**config.mk**
```make
export PLATFORM = sky130hd
export DESIGN_NAME = pb_ve_multi
export DESIGN_NICKNAME = d
export VERILOG_FILES = /design/src/rtl/pb_ve_multi.sv
export SDC_FILE = /design/constraint.sdc
export NUM_CORES = 1
export LEC_CHECK = 0
export CORE_MARGIN = 2
export CORE_UTILIZATION = 40
export DETAILED_ROUTE_END_ITERATION = 10
export GPL_TIMING_DRIVEN = 1
export SLEW_MARGIN = 5
export SYNTH_ARGS = -nofsm -noshare
export SYNTH_HDL_FRONTEND = slang
export SYNTH_SLANG_ARGS = --single-unit
```
**constraint.sdc**
```tcl
create_clock -name SYS_CLK -period 4.6 [get_ports SYS_CLK]
set_input_delay 0.46 -clock SYS_CLK [delete_from_list [all_inputs] [get_ports SYS_CLK]]
set_output_delay 0.46 -clock SYS_CLK [all_outputs]
set_load 0.02 [all_outputs]
```
**src/rtl/pb_ve_multi.sv**
```systemverilog
// N-channel push-button debouncer on a shared 1 ms tick: press/release/long pulses plus debounced level.
// Optional macro PB_AUTOREPEAT_EN: after KEY_LONG, a held key re-pulses KEY_PRESS every REPEAT_MS ticks.
module pb_ve_multi #(
    parameter int N_KEYS    = 4,
    parameter int DB_MS     = 10,
    parameter int LONG_MS   = 1000,
    parameter int REPEAT_MS = 200
) (
    input  logic              SYS_CLK,
    input  logic              SYS_RST_N,
    input  logic              MS_F,
    input  logic [N_KEYS-1:0] KEYIN,
    output logic [N_KEYS-1:0] KEY_PRESS,
    output logic [N_KEYS-1:0] KEY_RELEASE,
    output logic [N_KEYS-1:0] KEY_LONG,
    output logic [N_KEYS-1:0] KEY_LEVEL
);

    localparam int HOLD_MAX = (LONG_MS > REPEAT_MS) ? LONG_MS : REPEAT_MS;
    localparam int DW       = $clog2(DB_MS + 1);
    localparam int HW       = $clog2(HOLD_MAX + 1);

    localparam logic [DW-1:0] DB_V   = DW'(DB_MS);
    localparam logic [HW-1:0] LONG_V = HW'(LONG_MS);
`ifdef PB_AUTOREPEAT_EN
    localparam logic [HW-1:0] REP_V  = HW'(REPEAT_MS);
`endif

    typedef enum logic [1:0] {
        IDLE       = 2'd0,
        PRESS_DB   = 2'd1,
        HELD       = 2'd2,
        RELEASE_DB = 2'd3
    } state_e;

    for (genvar g = 0; g < N_KEYS; g++) begin : gCh
        logic          keyMeta_q;
        logic          keySync_q;
        state_e        state_q;
        logic [DW-1:0] dcnt_q;
        logic [HW-1:0] hcnt_q;
        logic          press_q;
        logic          release_q;
        logic          long_q;
        logic          level_q;
`ifdef PB_AUTOREPEAT_EN
        logic          repeat_q;
`endif

        // Synchronizer resets to "released" so no phantom press appears after reset.
        always_ff @(posedge SYS_CLK) begin
            if (!SYS_RST_N) begin
                keyMeta_q <= 1'b1;
                keySync_q <= 1'b1;
                state_q   <= IDLE;
                dcnt_q    <= '0;
                hcnt_q    <= '0;
                press_q   <= 1'b0;
                release_q <= 1'b0;
                long_q    <= 1'b0;
                level_q   <= 1'b0;
`ifdef PB_AUTOREPEAT_EN
                repeat_q  <= 1'b0;
`endif
            end else begin
                keyMeta_q <= KEYIN[g];
                keySync_q <= keyMeta_q;
                press_q   <= 1'b0;
                release_q <= 1'b0;
                long_q    <= 1'b0;
                case (state_q)
                    IDLE: begin
                        dcnt_q  <= '0;
                        hcnt_q  <= '0;
                        level_q <= 1'b0;
`ifdef PB_AUTOREPEAT_EN
                        repeat_q <= 1'b0;
`endif
                        if (!keySync_q) state_q <= PRESS_DB;
                    end
                    PRESS_DB: begin
                        if (keySync_q) begin
                            state_q <= IDLE;
                            dcnt_q  <= '0;
                        end else if (dcnt_q == DB_V) begin
                            state_q <= HELD;
                            press_q <= 1'b1;
                            level_q <= 1'b1;
                            dcnt_q  <= '0;
                            hcnt_q  <= '0;
`ifdef PB_AUTOREPEAT_EN
                            repeat_q <= 1'b0;
`endif
                        end else if (MS_F) begin
                            dcnt_q <= dcnt_q + DW'(1);
                        end
                    end
                    HELD: begin
                        dcnt_q <= '0;
                        if (keySync_q) begin
                            state_q <= RELEASE_DB;
`ifdef PB_AUTOREPEAT_EN
                        end else if (!repeat_q) begin
                            // Long-press phase; reaching LONG_MS hands hcnt over to the repeat period.
                            if (MS_F && (hcnt_q < LONG_V)) begin
                                if (hcnt_q + HW'(1) == LONG_V) begin
                                    long_q   <= 1'b1;
                                    hcnt_q   <= '0;
                                    repeat_q <= 1'b1;
                                end else begin
                                    hcnt_q <= hcnt_q + HW'(1);
                                end
                            end
                        end else if (hcnt_q == REP_V) begin
                            press_q <= 1'b1;
                            hcnt_q  <= '0;
                        end else if (MS_F) begin
                            hcnt_q <= hcnt_q + HW'(1);
                        end
`else
                        end else if (MS_F && (hcnt_q < LONG_V)) begin
                            hcnt_q <= hcnt_q + HW'(1);
                            if (hcnt_q + HW'(1) == LONG_V) long_q <= 1'b1;
                        end
`endif
                    end
                    RELEASE_DB: begin
                        if (!keySync_q) begin
                            state_q <= HELD;
                            dcnt_q  <= '0;
                        end else if (dcnt_q == DB_V) begin
                            state_q   <= IDLE;
                            release_q <= 1'b1;
                            level_q   <= 1'b0;
                            dcnt_q    <= '0;
                        end else if (MS_F) begin
                            dcnt_q <= dcnt_q + DW'(1);
                        end
                    end
                    default: begin
                        state_q <= IDLE;
                        dcnt_q  <= '0;
                        hcnt_q  <= '0;
                        level_q <= 1'b0;
                    end
                endcase
            end
        end

        assign KEY_PRESS[g]   = press_q;
        assign KEY_RELEASE[g] = release_q;
        assign KEY_LONG[g]    = long_q;
        assign KEY_LEVEL[g]   = level_q;
    end

endmodule

```
Word level (Yosys, flattened, before mapping) --
Cells that the tools add are included.
Storage, ports and cells: flip-flop bits (word level) 88, output and inout bits 16
Cells by class: add/subtract/negate cells 8, $lt $le $gt $ge 4, equality and inequality tests 60, muxes and demuxes 96, bitwise operators 13, reductions and logical operators 44
Operators by type and width (count):
- 10-bit two-way mux | 16
- 10-bit case mux with 3 select lines | 4
- 4-bit two-way mux | 16
- 2-bit != test, second input constant | 32
- 2-bit two-way mux | 24
- 4-bit case mux with 3 select lines | 4
- 10-bit by 1-bit adder with 10-bit output, second input constant | 4
- 10-bit equality test, second input constant | 4
- 10-bit less-than comparator, second input constant | 4
- 5-bit AND reduction | 8
- 2-bit case mux with 4 select lines | 4
- 1-bit two-way mux | 24
- 3-bit != test, second input constant | 8
- 3-bit nonzero test | 8
- 4-bit by 1-bit adder with 4-bit output, second input constant | 4
- 2-bit equality test, second input constant | 8
- 4-bit equality test, second input constant | 4
- 4-bit AND reduction | 4
- 4-bit OR reduction | 4
- 1-bit NOT | 13
- 1-bit case mux with 3 select lines | 4
- 3-bit AND reduction | 4
- 3-bit OR reduction | 4
- 2-bit by 1-bit equality test with 1-bit output, second input constant | 4
- 3 further kinds | 12

Logic depth before layout (Yosys ltp) --
word-level depth 5, mapped depth 6, depth with buffers taken out 6

Worst setup path after synthesis --
No wires, ideal clock.
path kind register to register, from reg gCh[1].hcnt_q[3], to reg gCh[1].hcnt_q[8], library setup time 0.122 ns, data arrival time 1.621 ns, required time 4.478 ns, slack 2.858 ns, stages on the path, launching flop included 6, buffers on the path 1, clock period less this slack 1.742 ns, cells stage by stage dfxtp_1 > buf_6 > o211a_1 > a2111o_1 > and2_4 > o311a_1
Between the ends: word-level cells in the longest chain between the ends 4
Ends and longest elaborated chain:
- start: declaration | RTL line 41 | logic [HW-1:0] hcnt_q;
- start signal: assignment | RTL line 122 | hcnt_q <= hcnt_q + HW'(1);
- 10-bit by 1-bit adder with 10-bit output / 10-bit less-than comparator (equally long branches) | RTL line 122, 121
- 10-bit two-way mux / 1-bit logical AND (equally long branches) | RTL line 121 | end else if (MS_F && (hcnt_q < LONG_V)) begin
- 10-bit two-way mux / 2-bit != test (equally long branches)
- 10-bit case mux with 3 select lines / 5-bit AND reduction (equally long branches)
Several ways; a longest one is shown, not always the timed one. The select of a mux whose other input is x is not followed. A chain may end at the register's enable or synchronous reset.

Worst setup path in the final report --
from in MS_F, to reg gCh[0].hcnt_q[7]
Between the ends: word-level cells in the longest chain between the ends 3
Ends and longest elaborated chain:
- start: declaration | RTL line 11 | input logic MS_F,
- 1-bit logical AND | RTL line 121
- 2-bit != test (no source line)
- 5-bit AND reduction (no source line)
- end signal: assignment | RTL line 122
- end: declaration | RTL line 41
Every way passes these cells.

==> flow_summary.ini <==
[pwr]
p_per_area_nw_per_um2 = 315
comb_power_share = 0.022
ir_worst_vdd_v = 0.000187
p_seq_frac = 0.483
switchingPower_w = 0.000338
fin_total_pwr_w = 0.00159
internal_power_w = 0.00126
swShare = 0.212
p_clk_frac = 0.494
p_leak_nw = 1.76

[routing]
firstDrtPassIters = 5
vias = 3869
drc = 0
wl_per_cell_um = 14.1
finalWirelength_mm = 9.58
drt_iter0_drc = 222
ant_nets = 0
viasPerCell = 5.69

[final_layout]
final_common_cell = dfxtp_1
final_area_um2 = 5050
layout_common_cells = 88 x dfxtp_1, 54 x nand2_1, 44 x nor2_1
syn_to_final_growth_pct = 9.69
num_antenna_cells = 0
drive_above_1_share = 0.0670
final_nets = 551

[sta]
max_freq_ghz = 0.390
worst_pin_slew_ps = 1090
min_period_ps = 2570
skew_ps = 2.97
fin_tns_setup_ps = 0
fin_crit_sh = 0.558
rsz0062_at_grt = no
report.final.slew_viol_count = 0
final_hold_viol_count = 0
setup_viol = 0
slew_headroom = 0.271

[global_routing]
grt_pass1_wl_mm = 17.2
overflow = 0
antenna_found_initial = 0
grt_max_degree = 36
grt_pass1_vias = 3724
grtUsageTotal = 0.165

[floorplanning]
dieWidth_um = 111
start_util = 0.407
die_y_um = 111
rows = 39
ios = 23
die-area_um2 = 12400
core_um2 = 11300

[worst_setup_path]
cp.arrival_ps = 2820
path_buf_inv = 1
max_stage_delay_ps = 870
worst_ep_required_time_ps = 4850
cp-start-kind = input port
critPathMaxFanout = 15
worstSetupEndpointType = flop
slowest_stage = a21oi_1
cp_cell_sequence = clkdlybuf4s50_1 -> nand4bb_1 -> a21oi_1 -> o21ai_0 -> a311oi_1
path_class = in2reg
critPathTopFamily = compound AO/OA/AOI/OAI gates

[clock_tree]
path_clk_slew_ps = 60
cts-root-buf = clkbuf_16
cts_buffers = 9
cts_buffer_depth = 2
cts-hold-fix-buffers = 0
clkLatencyLatePin_ps = 340
htreeDepth = 3
cts_resized = 0
clock_sinks = 88
post_cts_buffers = 0
cts_tree = built

[synth]
postSynthCellCount = 540
ys_types = 74
syn_avg_cell_area_um2 = 8.53
syn_nets = 559
synth-async-reset-ratio = 0
synth_enable_flop_cells = 0
synth_warnings = 0
syn_area_um2 = 4610
synth_seq_area_share = 0.382
ys.flop_type = dfxtp_1
ys_ff_latch = 88

[min_path]
min_path_type = reg2reg

[placement]
dp.final_hpwl_mm = 6.49
place_congestion = 0.844
placed_area_um2 = 4730
port_buffers = 22

[status]
run_status = finished clean

[job]
drv_cap = 0
-- power by group through the flow --
stage / Combinational (W) / Clock [W] / Sequential [W]
6_report: 0.0000354 / 0.000788 / 0.000771
5_1_grt: 0.0000395 / 0.000848 / 0.000771
4_1_cts: 0.0000358 / 0.000811 / 0.000771
2_1_floorplan: 0.0000270 / 0 / 0.000786
3_3_place_gp: 0.0000345 / 0 / 0.000788
3_5_place_dp: 0.0000357 / 0 / 0.000788
-- logic make-up after synthesis --
kind of cell | count (synthesis) | synth area share
flops | 88 | 0.382
compound gates | 132 | 0.206
xor+xnor | 18 | 0.0342
buf+inv | 56 | 0.0730
mux | 2 | 0.00434
fa+ha+maj | 12 | 0.0326
simple gates | 232 | 0.268
-- cell type report --
cell class                      instances  area, um2
Clock inverter                          7       95.1
Sequential cell                        88       1760
Clock buffer                            9        225
Timing Repair Buffer                   24        235
Inverter                               13       48.8
Fill cell                            1116       6270
Multi-Input combinational cell        396       2510
Tap cell                              143        179
-- per-layer routing --
| layer | up-vias | track usage | routed length, um | share of wire |
|---|---|---|---|---|
| li1 | 1966 | - | - | - |
| met1 | 1813 | 0.224 | 4720 | 0.49 |
| met2 | 77 | 0.250 | 4300 | 0.45 |
| met3 | 13 | 0.0365 | 371 | 0.039 |
| met4 | 0 | 0.0807 | 182 | 0.019 |
| met5 | - | 0 | 0 | 0 |
-- Yosys cell counts, types with 4 or more instances --
library cell | count | area share
xnor2_1 | 11 | 0.021
o2111ai_1 | 4 | 0.0076
and4_1 | 4 | 0.0076
buf_4 | 16 | 0.026
nor4_1 | 5 | 0.0068
a211oi_1 | 4 | 0.0065
nand3_1 | 25 | 0.027
a21oi_1 | 27 | 0.029
buf_6 | 4 | 0.0098
xor2_1 | 7 | 0.013
ha_1 | 12 | 0.033
dfxtp_1 | 88 | 0.38
or2_2 | 4 | 0.0054
nor2_1 | 44 | 0.036
nand2b_1 | 16 | 0.022
clkbuf_1 | 10 | 0.0081
inv_1 | 13 | 0.011
o211ai_1 | 6 | 0.0098
nand4_1 | 13 | 0.018
and3_1 | 12 | 0.016
o211a_1 | 6 | 0.013
o21ai_0 | 20 | 0.022
nand2_1 | 54 | 0.044
buf_2 | 9 | 0.0098
a31oi_1 | 14 | 0.019
and4b_1 | 5 | 0.011
a311oi_1 | 4 | 0.0076
nand3b_1 | 8 | 0.013
nor3_1 | 17 | 0.018
-- per-stage QoR --
step                hold slack, ps  cells  setup slack [ps]   util
floorplan                      386    540              2860      -
global placement               392    664              1760  0.418
detailed placement             397    664              1710  0.418
CTS                            417    680              2080  0.447
global route                   426    680              1730  0.447
finish                         411    680              2030  0.447
-- worst reg2reg max path, delay by kind of cell (launching register included) --
kind | cells | cell delay (ps)
compound gates | 4 | 1650
flops | 1 | 400
-- final timing paths --
kind / cells past startpoint / end / from / slack [ps]
setup / recovery: 5 / gCh[0].hcnt_q[7] / MS_F / 2030
hold / removal: 1 / gCh[2].keySync_q / gCh[2].keyMeta_q / 410
setup reg to reg: 4 / gCh[0].hcnt_q[7] / gCh[0].hcnt_q[3] / 2460
hold reg to reg: 1 / gCh[2].keySync_q / gCh[2].keyMeta_q / 410
-- state kept, by name, summed over array words and instances, names as in the netlist, named ones only --
| signal | count |
|---|---|
| gCh.dcnt_q | 16 |
| gCh.keyMeta_q | 4 |
| gCh.long_q | 4 |
| gCh.release_q | 4 |
| gCh.hcnt_q | 40 |
| gCh.keySync_q | 4 |
| gCh.state_q | 4 |
| gCh.press_q | 4 |
| gCh.level_q | 4 |
Power figures use the tool's default switching activity.
